==> src/rtl/module_bpu.sv <==
// Branch prediction unit: direct-mapped BTB with 2-bit saturating counters,
// F->D->E prediction pipeline, and Execute-stage resolution/redirect.
module module_bpu #(
    parameter int INDEX_BITS = 4,
    parameter int XLEN       = 32
) (
    input  logic            clk_i,
    input  logic            rst_n_i,
    input  logic            enable_i,
    input  logic [XLEN-1:0] pcf_i,
    output logic            predict_taken_f_o,
    output logic [XLEN-1:0] predicted_pc_f_o,
    input  logic            stalld_i,
    input  logic            flushd_i,
    input  logic            flushe_i,
    input  logic            branche_i,
    input  logic            jumpe_i,
    input  logic            pcsrce_i,
    input  logic [XLEN-1:0] pce_i,
    input  logic [XLEN-1:0] pctargete_i,
    output logic            prediction_bit_o,
    output logic            mispredict_o,
    output logic [XLEN-1:0] redirect_pc_o
);

    localparam int ENTRIES = 1 << INDEX_BITS;
    localparam int TAG_W   = XLEN - INDEX_BITS - 2;

    logic [ENTRIES-1:0] valid_q, valid_d;
    logic [TAG_W-1:0]   tag_q    [ENTRIES];
    logic [TAG_W-1:0]   tag_d    [ENTRIES];
    logic [XLEN-1:0]    target_q [ENTRIES];
    logic [XLEN-1:0]    target_d [ENTRIES];
    logic [1:0]         ctr_q    [ENTRIES];
    logic [1:0]         ctr_d    [ENTRIES];

    logic              fd_pred_q, fd_pred_d;
    logic [XLEN-1:0]   fd_tgt_q, fd_tgt_d;
    logic              de_pred_q, de_pred_d;
    logic [XLEN-1:0]   de_tgt_q, de_tgt_d;

    logic [INDEX_BITS-1:0] idx_f, idx_e;
    logic [TAG_W-1:0]      tag_f, tag_e;
    logic                  hit_f, hit_e;
    logic                  resolve_e;
    logic [1:0]            ctr_e;

    // PC bits [1:0] never participate in indexing or tagging
    logic unused_pc_lsbs;
    assign unused_pc_lsbs = &{1'b0, pcf_i[1:0], pce_i[1:0]};

    assign idx_f     = pcf_i[INDEX_BITS+1:2];
    assign tag_f     = pcf_i[XLEN-1:INDEX_BITS+2];
    assign idx_e     = pce_i[INDEX_BITS+1:2];
    assign tag_e     = pce_i[XLEN-1:INDEX_BITS+2];
    assign hit_f     = valid_q[idx_f] && (tag_q[idx_f] == tag_f);
    assign hit_e     = valid_q[idx_e] && (tag_q[idx_e] == tag_e);
    assign resolve_e = branche_i | jumpe_i;
    assign ctr_e     = ctr_q[idx_e];

    // Fetch lookup reads the registered table, so a same-cycle update is not seen
    always_comb begin
        predict_taken_f_o = enable_i & hit_f & ctr_q[idx_f][1];
        predicted_pc_f_o  = predict_taken_f_o ? target_q[idx_f] : pcf_i + XLEN'(4);
    end

    // Execute resolution: wrong direction, wrong target, or a prediction on a non-branch
    always_comb begin
        mispredict_o  = (resolve_e && (pcsrce_i != de_pred_q))
                     || (resolve_e && pcsrce_i && de_pred_q && (de_tgt_q != pctargete_i))
                     || (de_pred_q && !resolve_e);
        redirect_pc_o = pcsrce_i ? pctargete_i : pce_i + XLEN'(4);
    end

    // Table update from the resolved instruction in Execute
    always_comb begin
        valid_d  = valid_q;
        tag_d    = tag_q;
        target_d = target_q;
        ctr_d    = ctr_q;
        if (resolve_e) begin
            if (hit_e) begin
                if (jumpe_i) begin
                    ctr_d[idx_e]    = 2'b11;
                    target_d[idx_e] = pctargete_i;
                end else if (pcsrce_i) begin
                    ctr_d[idx_e]    = (ctr_e == 2'b11) ? 2'b11 : ctr_e + 2'd1;
                    target_d[idx_e] = pctargete_i;
                end else begin
                    ctr_d[idx_e]    = (ctr_e == 2'b00) ? 2'b00 : ctr_e - 2'd1;
                end
            end else if (pcsrce_i) begin
                valid_d[idx_e]  = 1'b1;
                tag_d[idx_e]    = tag_e;
                target_d[idx_e] = pctargete_i;
                ctr_d[idx_e]    = jumpe_i ? 2'b11 : 2'b10;
            end
        end else if (de_pred_q && hit_e) begin
            valid_d[idx_e] = 1'b0;
        end
    end

    // Prediction pipeline: flush beats stall in D
    always_comb begin
        fd_pred_d = fd_pred_q;
        fd_tgt_d  = fd_tgt_q;
        if (flushd_i) begin
            fd_pred_d = 1'b0;
            fd_tgt_d  = '0;
        end else if (!stalld_i) begin
            fd_pred_d = predict_taken_f_o;
            fd_tgt_d  = predicted_pc_f_o;
        end
        de_pred_d = flushe_i ? 1'b0 : fd_pred_q;
        de_tgt_d  = flushe_i ? '0   : fd_tgt_q;
    end

    assign prediction_bit_o = de_pred_q;

    // BTB storage; counters reset to weakly not-taken
    always_ff @(posedge clk_i or negedge rst_n_i) begin
        if (!rst_n_i) begin
            valid_q <= '0;
            for (int i = 0; i < ENTRIES; i++) begin
                tag_q[i]    <= '0;
                target_q[i] <= '0;
                ctr_q[i]    <= 2'b01;
            end
        end else begin
            valid_q  <= valid_d;
            tag_q    <= tag_d;
            target_q <= target_d;
            ctr_q    <= ctr_d;
        end
    end

    // F->D and D->E prediction registers
    always_ff @(posedge clk_i or negedge rst_n_i) begin
        if (!rst_n_i) begin
            fd_pred_q <= 1'b0;
            fd_tgt_q  <= '0;
            de_pred_q <= 1'b0;
            de_tgt_q  <= '0;
        end else begin
            fd_pred_q <= fd_pred_d;
            fd_tgt_q  <= fd_tgt_d;
            de_pred_q <= de_pred_d;
            de_tgt_q  <= de_tgt_d;
        end
    end

endmodule

==> config.mk <==
export PLATFORM = sky130hd
export DESIGN_NAME = module_bpu
export DESIGN_NICKNAME = d
export VERILOG_FILES = /design/src/rtl/module_bpu.sv
export SDC_FILE = /design/constraint.sdc
export NUM_CORES = 2
export LEC_CHECK = 0
export CORE_AREA = 2 2 304 306
export CTS_CLUSTER_DIAMETER = 100
export CTS_CLUSTER_SIZE = 16
export DETAILED_ROUTE_END_ITERATION = 10
export DIE_AREA = 0 0 306 308
export DONT_BUFFER_PORTS = 1
export PLACE_DENSITY = 0.75
export SLEW_MARGIN = 20
export SYNTH_ARGS = -nofsm -noshare
export SYNTH_HDL_FRONTEND = slang
export SYNTH_SLANG_ARGS = --single-unit
==> constraint.sdc <==
create_clock -name clk_i -period 10.67 [get_ports clk_i]
set_clock_uncertainty 0.15 [all_clocks]
set_input_delay 2.134 -clock clk_i [delete_from_list [all_inputs] [get_ports clk_i]]
set_output_delay 2.134 -clock clk_i [all_outputs]
set_load 0.02 [all_outputs]
==> reports/qor.csv <==
stage;metric;value;unit
status;status;completed;
clock_tree;cts_buffer_depth;3;
timing;worstMarginPinSlew;1.15;ns
logic_synthesis;syn_inst;3764;
clock_tree;cts.sinks;1042;
timing;rsz0062_at_grt;no;
timing;finalCriticalPeriod;8.16;ns
clock_tree;clockRootBuffer;clkbuf_16;
logic_synthesis;ys_ff_latch;1042;
detailed_routing;routed_via_density;7.13;
placed_design;pre_cts_slack;2.71;ns
detailed_routing;routedWlPerCell;33.5;um
detailed_routing;drtAntennaViolNets;0;
clock_tree;cts_hold_buf;0;
die;die_area;0.0942;mm^2
global_routing;antenna_found_initial;5;
die;initial_utilization;0.594;
detailed_routing;num_vias;33674;
placed_design;place_congestion;0.949;
logic_synthesis;yosysTopAreaCell;dfrtp_1;
cells_and_area;drive_gt1_frac;0.357;
worst_setup_path;r2r_end;tag_q[271];
clock_tree;clk_pin_slew;0.07;ns
global_routing;grt_pass1_wl;233000;um
clock_tree;cts_setup_buffers;0;
global_routing;grt_pass1_vias;35196;
timing;slew_violations;0;
worst_setup_path;rr_worst_depth;9;
clock_tree;post_cts_resized;0;
logic_synthesis;synthFlopType;dfrtp_1;
worst_setup_path;worstPathRequired;8.39;ns
detailed_routing;drt_iter0_drc;3542;
clock_tree;cts-htree-levels;3;
logic_synthesis;syn_nets;3874;
die;die_x;306;um
timing;setup_viol;0;
pwr;power.leakage;0.0239;uW
cells_and_area;fin_nets;3627;
timing;fin_ws;2.51;ns
logic_synthesis;yosysSeqAreaShare;0.483;
die;rows;111;
placed_design;portBuffers;0;
timing;finalHoldViolCount;0;
logic_synthesis;synth_area;0.0540;mm^2
die;ios;172;
logic_synthesis;synth_warnings;0;
timing;fin_tns_setup;0;ns
global_routing;grt_max_degree;1043;
pwr;vdd_ir_drop_max;140;uV
timing;max_freq;123;MHz
worst_setup_path;r2r_slack;5.36;ns
die;fp.dieH;308;um
timing;finalCritPeriodShare;0.764;
worst_setup_path;cp-endpoint;redirect_pc_o[30];
global_routing;grt_usage;0.337;
logic_synthesis;synth.avg_cell_area;14.4;um^2
worst_setup_path;path_class;in -> out;
detailed_routing;drt_wl_total;158000;um
pwr;power_density;182;mW/mm^2
logic_synthesis;synth-edff-count;0;
flow_run;drv_cap;0;
logic_synthesis;yosysMostFrequentCell;dfrtp_1;
timing;relSlewSlack;0.233;
logic_synthesis;synthArstFlopShare;1.00;
min_path;hold_class;reg -> reg;
detailed_routing;dr.pass1.iters;8;
worst_setup_path;crit_start;pce_i[3];
worst_setup_path;crit_fanout;159;
logic_synthesis;ys_types;79;
logic_synthesis;synth_top_cell_area_share;0.475;
worst_setup_path;critPathCaptureType;output pin;
worst_setup_path;startpoint_type;input port;
global_routing;gr-total-overflow;0;
logic_synthesis;yosys-top-cells-area;dfrtp_1 48%, mux2_2 15%, mux4_2 15%;
placed_design;place_hpwl;94700;um
worst_setup_path;r2r-start;tag_q[20];
clock_tree;cts_buffers;75;
clock_tree;clk_latency;0.66;ns
die;core;0.0910;mm^2
cells_and_area;areaGrowthSynthToFinish;4.26;%
logic_synthesis;synth_common_cells;1026 x dfrtp_1, 714 x mux2_2, 348 x mux4_2;
clock_tree;cts_tree;built;
detailed_routing;drc;0;
worst_setup_path;worstPathArrival;5.87;ns
==> metal layers <==
metal,share of wire,wire length [um],vias to the layer above,GRT usage
li1,-,-,13585,-
met1,0.38,60200,17900,0.439
met2,0.47,73500,1753,0.523
met3,0.10,16200,430,0.101
met4,0.051,8050,6,0.160
met5,0.00023,36,-,0
==> cell type report <==
type,count,area [um^2]
multi-input cells,2308,26000
diodes,1,2.50
clock inverters,6,82.6
fillers,6663,34600
repair buffers,52,531
well taps,1186,1480
inverters,38,143
clock buffers,91,1960
flip-flops and latches,1042,26100
==> cells by family (layout without fill, tap and decap cells) <==
group | Yosys count | after routing | synth area share
fa+ha+maj | 7 | 7 | 0.00153
compound gates | 245 | 245 | 0.0331
buf+inv | 414 | 187 | 0.0364
simple gates | 457 | 457 | 0.0481
xor+xnor | 131 | 131 | 0.0212
other cells | 0 | 1 | 0
flops | 1042 | 1042 | 0.483
mux | 1468 | 1468 | 0.377
==> worst max-delay path: stages <==
cell     delay, ns
ha_1          0.52
and3_1        0.54
nand4_1       0.38
nor3_1        0.43
and4_1        0.33
and3_1        0.21
nand4_1       0.13
xor2_1        0.20
o21ai_0       0.87
==> flip-flops by register name, indices dropped and copies added, names as in the netlist, named ones only <==
signal,flops
tag_q,416
prediction_bit_o,1
fd_tgt_q,32
target_q,512
ctr_q,32
de_tgt_q,32
fd_pred_q,1
==> placed cells by master, fill, tap and decap left out, types with 29 or more instances in the layout <==
| cell type | netlist | layout |
|---|---|---|
| xor2_1 | 49 | 49 |
| xnor2_1 | 82 | 82 |
| mux2_2 | 714 | 714 |
| clkbuf_16 | 0 | 76 |
| nor2b_1 | 41 | 39 |
| dfrtp_1 | 1026 | 1026 |
| nand3b_1 | 29 | 29 |
| mux4_2 | 348 | 348 |
| nor2_1 | 36 | 33 |
| mux2i_1 | 129 | 129 |
| mux2_1 | 273 | 273 |
| inv_1 | 37 | 37 |
| nand4_1 | 33 | 33 |
| nand3_1 | 77 | 71 |
| nand2_1 | 118 | 118 |
| o21ai_0 | 36 | 36 |
| a21oi_1 | 31 | 31 |
| buf_4 | 21 | 45 |
==> worst min-delay path by stage <==
stage                                to  depth (start not counted)           from
after floorplan             de_tgt_q[0]                          2    fd_tgt_q[0]
after global placement     de_tgt_q[24]                          1   fd_tgt_q[24]
after detailed placement   target_q[62]                          1   target_q[62]
after CTS                  target_q[62]                          1   target_q[62]
after global routing       target_q[40]                          1   target_q[40]
final                     target_q[497]                          1  target_q[497]
==> through the flow <==
step	cells	hold slack, ns	util	power, uW	area (um^2)
after floorplan	3764	0.296	-	7050	54000
after global placement	4619	0.317	0.595	7330	54100
after detailed placement	4619	0.327	0.595	7530	54100
after CTS	4716	0.342	0.617	10200	56100
after global routing	4723	0.351	0.619	10700	56300
final	4724	0.340	0.619	10300	56300
==> where the power goes <==
part           switching (uW)  internal, uW  total, uW
logic                     863          1340       2210
clock network            1390          1300       2690
registers                 545          4830       5380
total                    2800          7470      10300
(Power assumes the default switching activity.)
